==> config.mk <==
export PLATFORM = sky130hd
export DESIGN_NAME = process_element
export DESIGN_NICKNAME = d
export VERILOG_FILES = /design/src/rtl/pe_pkg.sv /design/src/rtl/pe_mac.sv /design/src/rtl/process_element.sv
export SDC_FILE = /design/constraint.sdc
export NUM_CORES = 2
export LEC_CHECK = 0
export ABC_AREA = 0
export BUFFER_PORTS_ARGS = -buffer_cell sky130_fd_sc_hd__buf_2
export CORE_MARGIN = 1.5
export CORE_UTILIZATION = 65
export CTS_CLUSTER_DIAMETER = 30
export DETAILED_ROUTE_END_ITERATION = 8
export PLACE_DENSITY = 0.86
export SYNTH_ARGS = -nofsm -noshare
export SYNTH_HDL_FRONTEND = slang
export SYNTH_SLANG_ARGS = --single-unit
==> constraint.sdc <==
create_clock -name clk -period 14.1 [get_ports clk]
set_clock_uncertainty 0.2 [all_clocks]
set_input_delay 2.82 -clock clk [delete_from_list [all_inputs] [get_ports clk]]
set_output_delay 2.82 -clock clk [all_outputs]
set_load 0.01 [all_outputs]
==> src/rtl/pe_pkg.sv <==
// Shared definitions for the systolic FIR processing element: default widths,
// signed range limits and the clamp/wrap helper used by the MAC datapath.
package pe_pkg;

  localparam int DEF_DATA_W = 32;
  localparam int DEF_FRAC_W = 0;
  localparam int MAX_DATA_W = 64;
  localparam int SUM_W      = 2*MAX_DATA_W+1;

  localparam logic signed [DEF_DATA_W-1:0] MAX_POS = {1'b0, {(DEF_DATA_W-1){1'b1}}};
  localparam logic signed [DEF_DATA_W-1:0] MAX_NEG = {1'b1, {(DEF_DATA_W-1){1'b0}}};

  typedef struct packed {
    logic                  ovf;
    logic [MAX_DATA_W-1:0] val;
  } sat_res_t;

  // Callers keep only the low `width` bits of val; ovf flags any out-of-range sum.
  function automatic sat_res_t sat_trunc(input logic signed [SUM_W-1:0] sum,
                                         input int width,
                                         input logic saturate);
    logic signed [SUM_W-1:0] one;
    logic signed [SUM_W-1:0] hi;
    logic signed [SUM_W-1:0] lo;
    sat_res_t res;
    one = {{(SUM_W-1){1'b0}}, 1'b1};
    hi  = (one <<< (width-1)) - one;
    lo  = -(one <<< (width-1));
    res.ovf = (sum > hi) || (sum < lo);
    if (saturate && (sum > hi))
      res.val = hi[MAX_DATA_W-1:0];
    else if (saturate && (sum < lo))
      res.val = lo[MAX_DATA_W-1:0];
    else
      res.val = sum[MAX_DATA_W-1:0];
    return res;
  endfunction

endpackage

==> src/rtl/pe_mac.sv <==
// Combinational multiply-accumulate: y = d + ((w*x) >>> FRAC_W), clamped or wrapped.
module pe_mac
  import pe_pkg::*;
#(
  parameter int DATA_W   = DEF_DATA_W,
  parameter int FRAC_W   = DEF_FRAC_W,
  parameter int SATURATE = 1
) (
  input  logic signed [DATA_W-1:0] w,
  input  logic signed [DATA_W-1:0] x,
  input  logic signed [DATA_W-1:0] d,
  output logic signed [DATA_W-1:0] y,
  output logic                     ovf
);

  logic signed [2*DATA_W-1:0] prod;
  logic signed [2*DATA_W-1:0] scaled;
  logic signed [2*DATA_W:0]   sum;
  logic signed [SUM_W-1:0]    sum_ext;
  sat_res_t                   res;
  logic                       unused_val;

  assign prod    = w * x;
  assign scaled  = prod >>> FRAC_W;
  // One guard bit above the product width makes the add overflow-free.
  assign sum     = (2*DATA_W+1)'(d) + (2*DATA_W+1)'(scaled);
  assign sum_ext = SUM_W'(sum);
  assign res     = sat_trunc(sum_ext, DATA_W, SATURATE != 0);

  assign y          = res.val[DATA_W-1:0];
  assign ovf        = res.ovf;
  assign unused_val = ^res.val;

endmodule

==> src/rtl/process_element.sv <==
// Systolic FIR processing element: one registered MAC per cycle, w forwarded
// after one cycle and x after two so the next PE sees correctly skewed operands.
module process_element
  import pe_pkg::*;
#(
  parameter int DATA_W   = DEF_DATA_W,
  parameter int FRAC_W   = DEF_FRAC_W,
  parameter int SATURATE = 1
) (
  input  logic                     clk,
  input  logic                     rst,
  input  logic signed [DATA_W-1:0] w,
  input  logic signed [DATA_W-1:0] x,
  input  logic signed [DATA_W-1:0] d,
  output logic signed [DATA_W-1:0] x_out,
  output logic signed [DATA_W-1:0] w_out,
  output logic signed [DATA_W-1:0] y_out,
  output logic                     ovf
);

  logic signed [DATA_W-1:0] y_p0;
  logic                     ovf_p0;
  logic signed [DATA_W-1:0] x_p1;

  pe_mac #(
    .DATA_W  (DATA_W),
    .FRAC_W  (FRAC_W),
    .SATURATE(SATURATE)
  ) u_mac (
    .w  (w),
    .x  (x),
    .d  (d),
    .y  (y_p0),
    .ovf(ovf_p0)
  );

  // Stage 1: MAC result, coefficient and first sample delay
  // Stage 2: second sample delay feeding x_out
  always_ff @(posedge clk) begin
    if (rst) begin
      x_p1  <= '0;
      x_out <= '0;
      w_out <= '0;
      y_out <= '0;
      ovf   <= 1'b0;
    end else begin
      x_p1  <= x;
      x_out <= x_p1;
      w_out <= w;
      y_out <= y_p0;
      ovf   <= ovf_p0;
    end
  end

endmodule

==> report_table.html <==
<table>
<tr><th>Metric</th><th>Value</th></tr>
<tr><th colspan="2">Synth</th></tr>
<tr><td>Register area share after synthesis</td><td>0.0605</td></tr>
<tr><td>Register bit total from synthesis</td><td>129</td></tr>
<tr><td>Share of async-settable or async-resettable flops after synthesis</td><td>0</td></tr>
<tr><td>Net count of the mapped netlist</td><td>5,998</td></tr>
<tr><td>Number of instances in the synthesized netlist</td><td>4,561</td></tr>
<tr><td>Post-synth EDFFs</td><td>0</td></tr>
<tr><td>Most used DFF post-synth</td><td>dfxtp_1</td></tr>
<tr><td>Summed instance area of the synthesized netlist</td><td>0.0427 mm2</td></tr>
<tr><td>Yosys warning total</td><td>0</td></tr>
<tr><td>Library cells used by synthesis</td><td>81</td></tr>
<tr><td>Avg Cell Area, Syn</td><td>9.35 um2</td></tr>
<tr><th colspan="2">Global routing</th></tr>
<tr><td>Wire length of the first global-routing pass</td><td>182,000 um</td></tr>
<tr><td>Number of global-route vias before repair</td><td>35.0k</td></tr>
<tr><td>Antenna violations before repair</td><td>4</td></tr>
<tr><td>Global Route Usage Sum</td><td>0.351</td></tr>
<tr><td>Global route total overflow</td><td>0</td></tr>
<tr><td>Largest net degree at the start of global routing</td><td>69</td></tr>
<tr><th colspan="2">Final layout</th></tr>
<tr><td>Area added between synthesis and finish</td><td>3.89%</td></tr>
<tr><td>Fill cell total of the finished layout</td><td>4,758</td></tr>
<tr><td>Most common cell after layout, fill and taps aside</td><td>fa_1</td></tr>
<tr><td>Final cell area excluding filler cells</td><td>0.0443 mm2</td></tr>
<tr><td>Share of layout cells above drive strength 1</td><td>0.0646</td></tr>
<tr><td>Net count of the finished layout</td><td>5,975</td></tr>
<tr><td>Most frequent cells in the layout</td><td>fa_1, inv_1, nand2_1</td></tr>
<tr><th colspan="2">Floorplanning</th></tr>
<tr><td>Die Span Y</td><td>259 um</td></tr>
<tr><td>Total number of placement rows</td><td>93</td></tr>
<tr><td>Chip width</td><td>259 um</td></tr>
<tr><td>Effective utilization at floorplan</td><td>0.659</td></tr>
<tr><td>Floorplan core area</td><td>0.0647 mm2</td></tr>
<tr><td>Boundary pin count</td><td>195</td></tr>
<tr><td>Overall die area</td><td>0.0672 mm2</td></tr>
<tr><th colspan="2">Placement</th></tr>
<tr><td>Total placed instance area</td><td>0.0438 mm2</td></tr>
<tr><td>Quantity of I/O buffers inserted on ports</td><td>194</td></tr>
<tr><td>Global placer's final weighted congestion</td><td>0.978</td></tr>
<tr><td>Detailed placement HPWL</td><td>89,700 um</td></tr>
<tr><th colspan="2">Setup path</th></tr>
<tr><td>Largest fanout on the critical path</td><td>33</td></tr>
<tr><td>Kind of end point of the critical path</td><td>flop</td></tr>
<tr><td>Worst reg-to-reg path cell count</td><td>1</td></tr>
<tr><td>Destination of the worst register-to-register timing path</td><td>x_out[13]</td></tr>
<tr><td>Worst Setup Path Type</td><td>in2reg</td></tr>
<tr><td>Cell type with the highest occurrence count on the critical path</td><td>fa_1</td></tr>
<tr><td>Category of the worst setup path launch point</td><td>input port</td></tr>
<tr><td>Library cell contributing the largest single delay on the critical path</td><td>fa_1</td></tr>
<tr><td>Worst R2R Start</td><td>x_p1[13]</td></tr>
<tr><td>CP Data Arrival Time</td><td>12.81 ns</td></tr>
<tr><td>Register-to-Register Setup Slack</td><td>13.33 ns</td></tr>
<tr><td>Data required time at the worst endpoint</td><td>14.29 ns</td></tr>
<tr><td>Crit path largest cell delay</td><td>0.90 ns</td></tr>
<tr><th colspan="2">Route</th></tr>
<tr><td>Routed len/inst</td><td>20.4 um</td></tr>
<tr><td>Initial detailed-routing violation count</td><td>2,271</td></tr>
<tr><td>Wire length reported by the detailed router</td><td>110,000 um</td></tr>
<tr><td>Post-DRT Antenna Nets</td><td>0</td></tr>
<tr><td>Per-cell via count in the routed design</td><td>5.76</td></tr>
<tr><td>First-pass DRT Iterations</td><td>6</td></tr>
<tr><td># DRC</td><td>0</td></tr>
<tr><td>Via count</td><td>31.2k</td></tr>
<tr><th colspan="2">STA</th></tr>
<tr><td>Number of setup violations in the final report</td><td>0</td></tr>
<tr><td>Smallest hold slack</td><td>0.235 ns</td></tr>
<tr><td>Count of final hold-check violations</td><td>0</td></tr>
<tr><td>Share of the cycle needed by the critical path after routing</td><td>0.895</td></tr>
<tr><td>Worst Tran Pin Value</td><td>0.971 ns</td></tr>
<tr><td>Worst rel slew slack</td><td>0.352</td></tr>
<tr><td>Number of max-slew violations in the final report</td><td>0</td></tr>
<tr><td>Final Critical Period</td><td>12.62 ns</td></tr>
<tr><td>Setup repair after global routing missed its margin</td><td>no</td></tr>
<tr><td>Final sum of negative setup slack</td><td>0 ns</td></tr>
<tr><td>Highest clock rate</td><td>79.3 MHz</td></tr>
<tr><th colspan="2">Clock tree</th></tr>
<tr><td>Number of gates given a new drive strength after cts</td><td>0</td></tr>
<tr><td>Clock latency on the worst-skew pair</td><td>0.50 ns</td></tr>
<tr><td>Buffer levels on the longest clock path</td><td>2</td></tr>
<tr><td>Clock Sinks</td><td>129</td></tr>
<tr><td>Number of clock buffers inserted by TritonCTS</td><td>17</td></tr>
<tr><td>Number of levels the H-tree was split into</td><td>4</td></tr>
<tr><td>Post-CTS clock slew at the launch and capture registers of the worst setup and hold paths</td><td>0.06 ns</td></tr>
<tr><td>Count of hold buffers inserted by post-cts repair</td><td>0</td></tr>
<tr><td>Post-CTS Repair Setup Buffers</td><td>0</td></tr>
<tr><td>Root buffer selected by CTS</td><td>clkbuf_16</td></tr>
<tr><td>TritonCTS clock tree</td><td>done</td></tr>
<tr><th colspan="2">Min path</th></tr>
<tr><td>Tightest Hold Check Type</td><td>reg2reg</td></tr>
<tr><td>Worst hold path cell count</td><td>1</td></tr>
<tr><td>Source of the worst hold timing path</td><td>x_p1[16]</td></tr>
<tr><td>Terminating pin of the worst hold path</td><td>x_out[16]</td></tr>
<tr><th colspan="2">Run status</th></tr>
<tr><td>Outcome</td><td>finished clean</td></tr>
<tr><th colspan="2">Flow run</th></tr>
<tr><td>Number of maximum-capacitance violations</td><td>0</td></tr>
</table>
-- routing by layer --
metal  up-vias  share of wire  GRT usage
met5         -        0.00011          0
met4         2          0.059      0.194
met3       457          0.079     0.0737
met2      1579           0.51      0.610
met1     16000           0.35      0.407
li1      13200              -          -
-- critical path, delay by kind of cell --
| family | cells | cell delay [ns] |
|---|---|---|
| buffers and inverters | 6 | 1.82 |
| AOI/OAI and AO/OA | 7 | 1.70 |
| and+or+nand+nor | 5 | 1.16 |
| xor gates and xnor gates | 1 | 0.28 |
| adders and majority gates | 9 | 4.98 |
-- flip-flops by register name, summed over array words and instances, names as in the netlist --
| register | flops |
|---|---|
| ovf | 1 |
| w_out | 32 |
| x_out | 32 |
| x_p1 | 32 |
| y_out | 32 |
-- Yosys cell counts (all sizes together), types with 29 or more instances --
master / instances / area [um2]
o21ai: 57 / 308
and2: 479 / 3000
nor2b: 97 / 607
xnor2: 36 / 315
nor2: 70 / 263
nand2: 588 / 2210
inv: 1108 / 4160
a21oi: 86 / 475
o31ai: 29 / 348
fa: 1122 / 22500
nor3: 30 / 155
dfxtp: 129 / 2580
ha: 217 / 2720
clkbuf: 221 / 830
-- area by class of cell --
class                   instances  area [um2]  share of cell area
inverters                    1108        4160              0.0938
diodes                          2        5.00            0.000113
clock inverters                12         135             0.00305
clock buffers                  18         429             0.00968
well taps                     855        1070              0.0241
flip-flops and latches        129        2580              0.0583
repair buffers                206        1070              0.0241
multi-input cells            3076       34900               0.787
-- worst max-delay path by stage --
stage,start,endpoint,slack (ns),cells past startpoint
after global placement,w[31],y_out[12],1.45,27
after global routing,w[31],y_out[12],0.95,28
after detailed placement,w[31],y_out[12],1.06,28
after floorplan,x[0],y_out[13],2.64,28
after CTS,w[31],y_out[12],1.56,28
final,w[31],y_out[12],1.48,28
-- metrics by stage --
step | utilization | std cells | worst slack [ns]
2_1_floorplan | - | 4561 | 2.64
3_3_place_gp | 0.676 | 5374 | 1.45
3_5_place_dp | 0.676 | 5374 | 1.06
4_1_cts | 0.685 | 5404 | 1.56
5_1_grt | 0.685 | 5405 | 0.953
6_report | 0.685 | 5406 | 1.48
-- cell families (layout without fill, tap and decap cells) --
| group | count (synthesis) | in the layout | share of synthesized area |
|---|---|---|---|
| flip-flops | 129 | 129 | 0.0605 |
| AO/OA/AOI/OAI | 293 | 293 | 0.0498 |
| adder cells (fa/ha/maj) | 1339 | 1339 | 0.590 |
| AND/OR/NAND/NOR | 1380 | 1380 | 0.164 |
| multiplexers | 4 | 4 | 0.000968 |
| buffers and inverters | 1356 | 1344 | 0.122 |
| other | 0 | 2 | 0 |
| XOR/XNOR | 60 | 60 | 0.0123 |
Power is not shown: default switching activity piles up to over one toggle a cycle in this logic, so the estimate is an artifact.
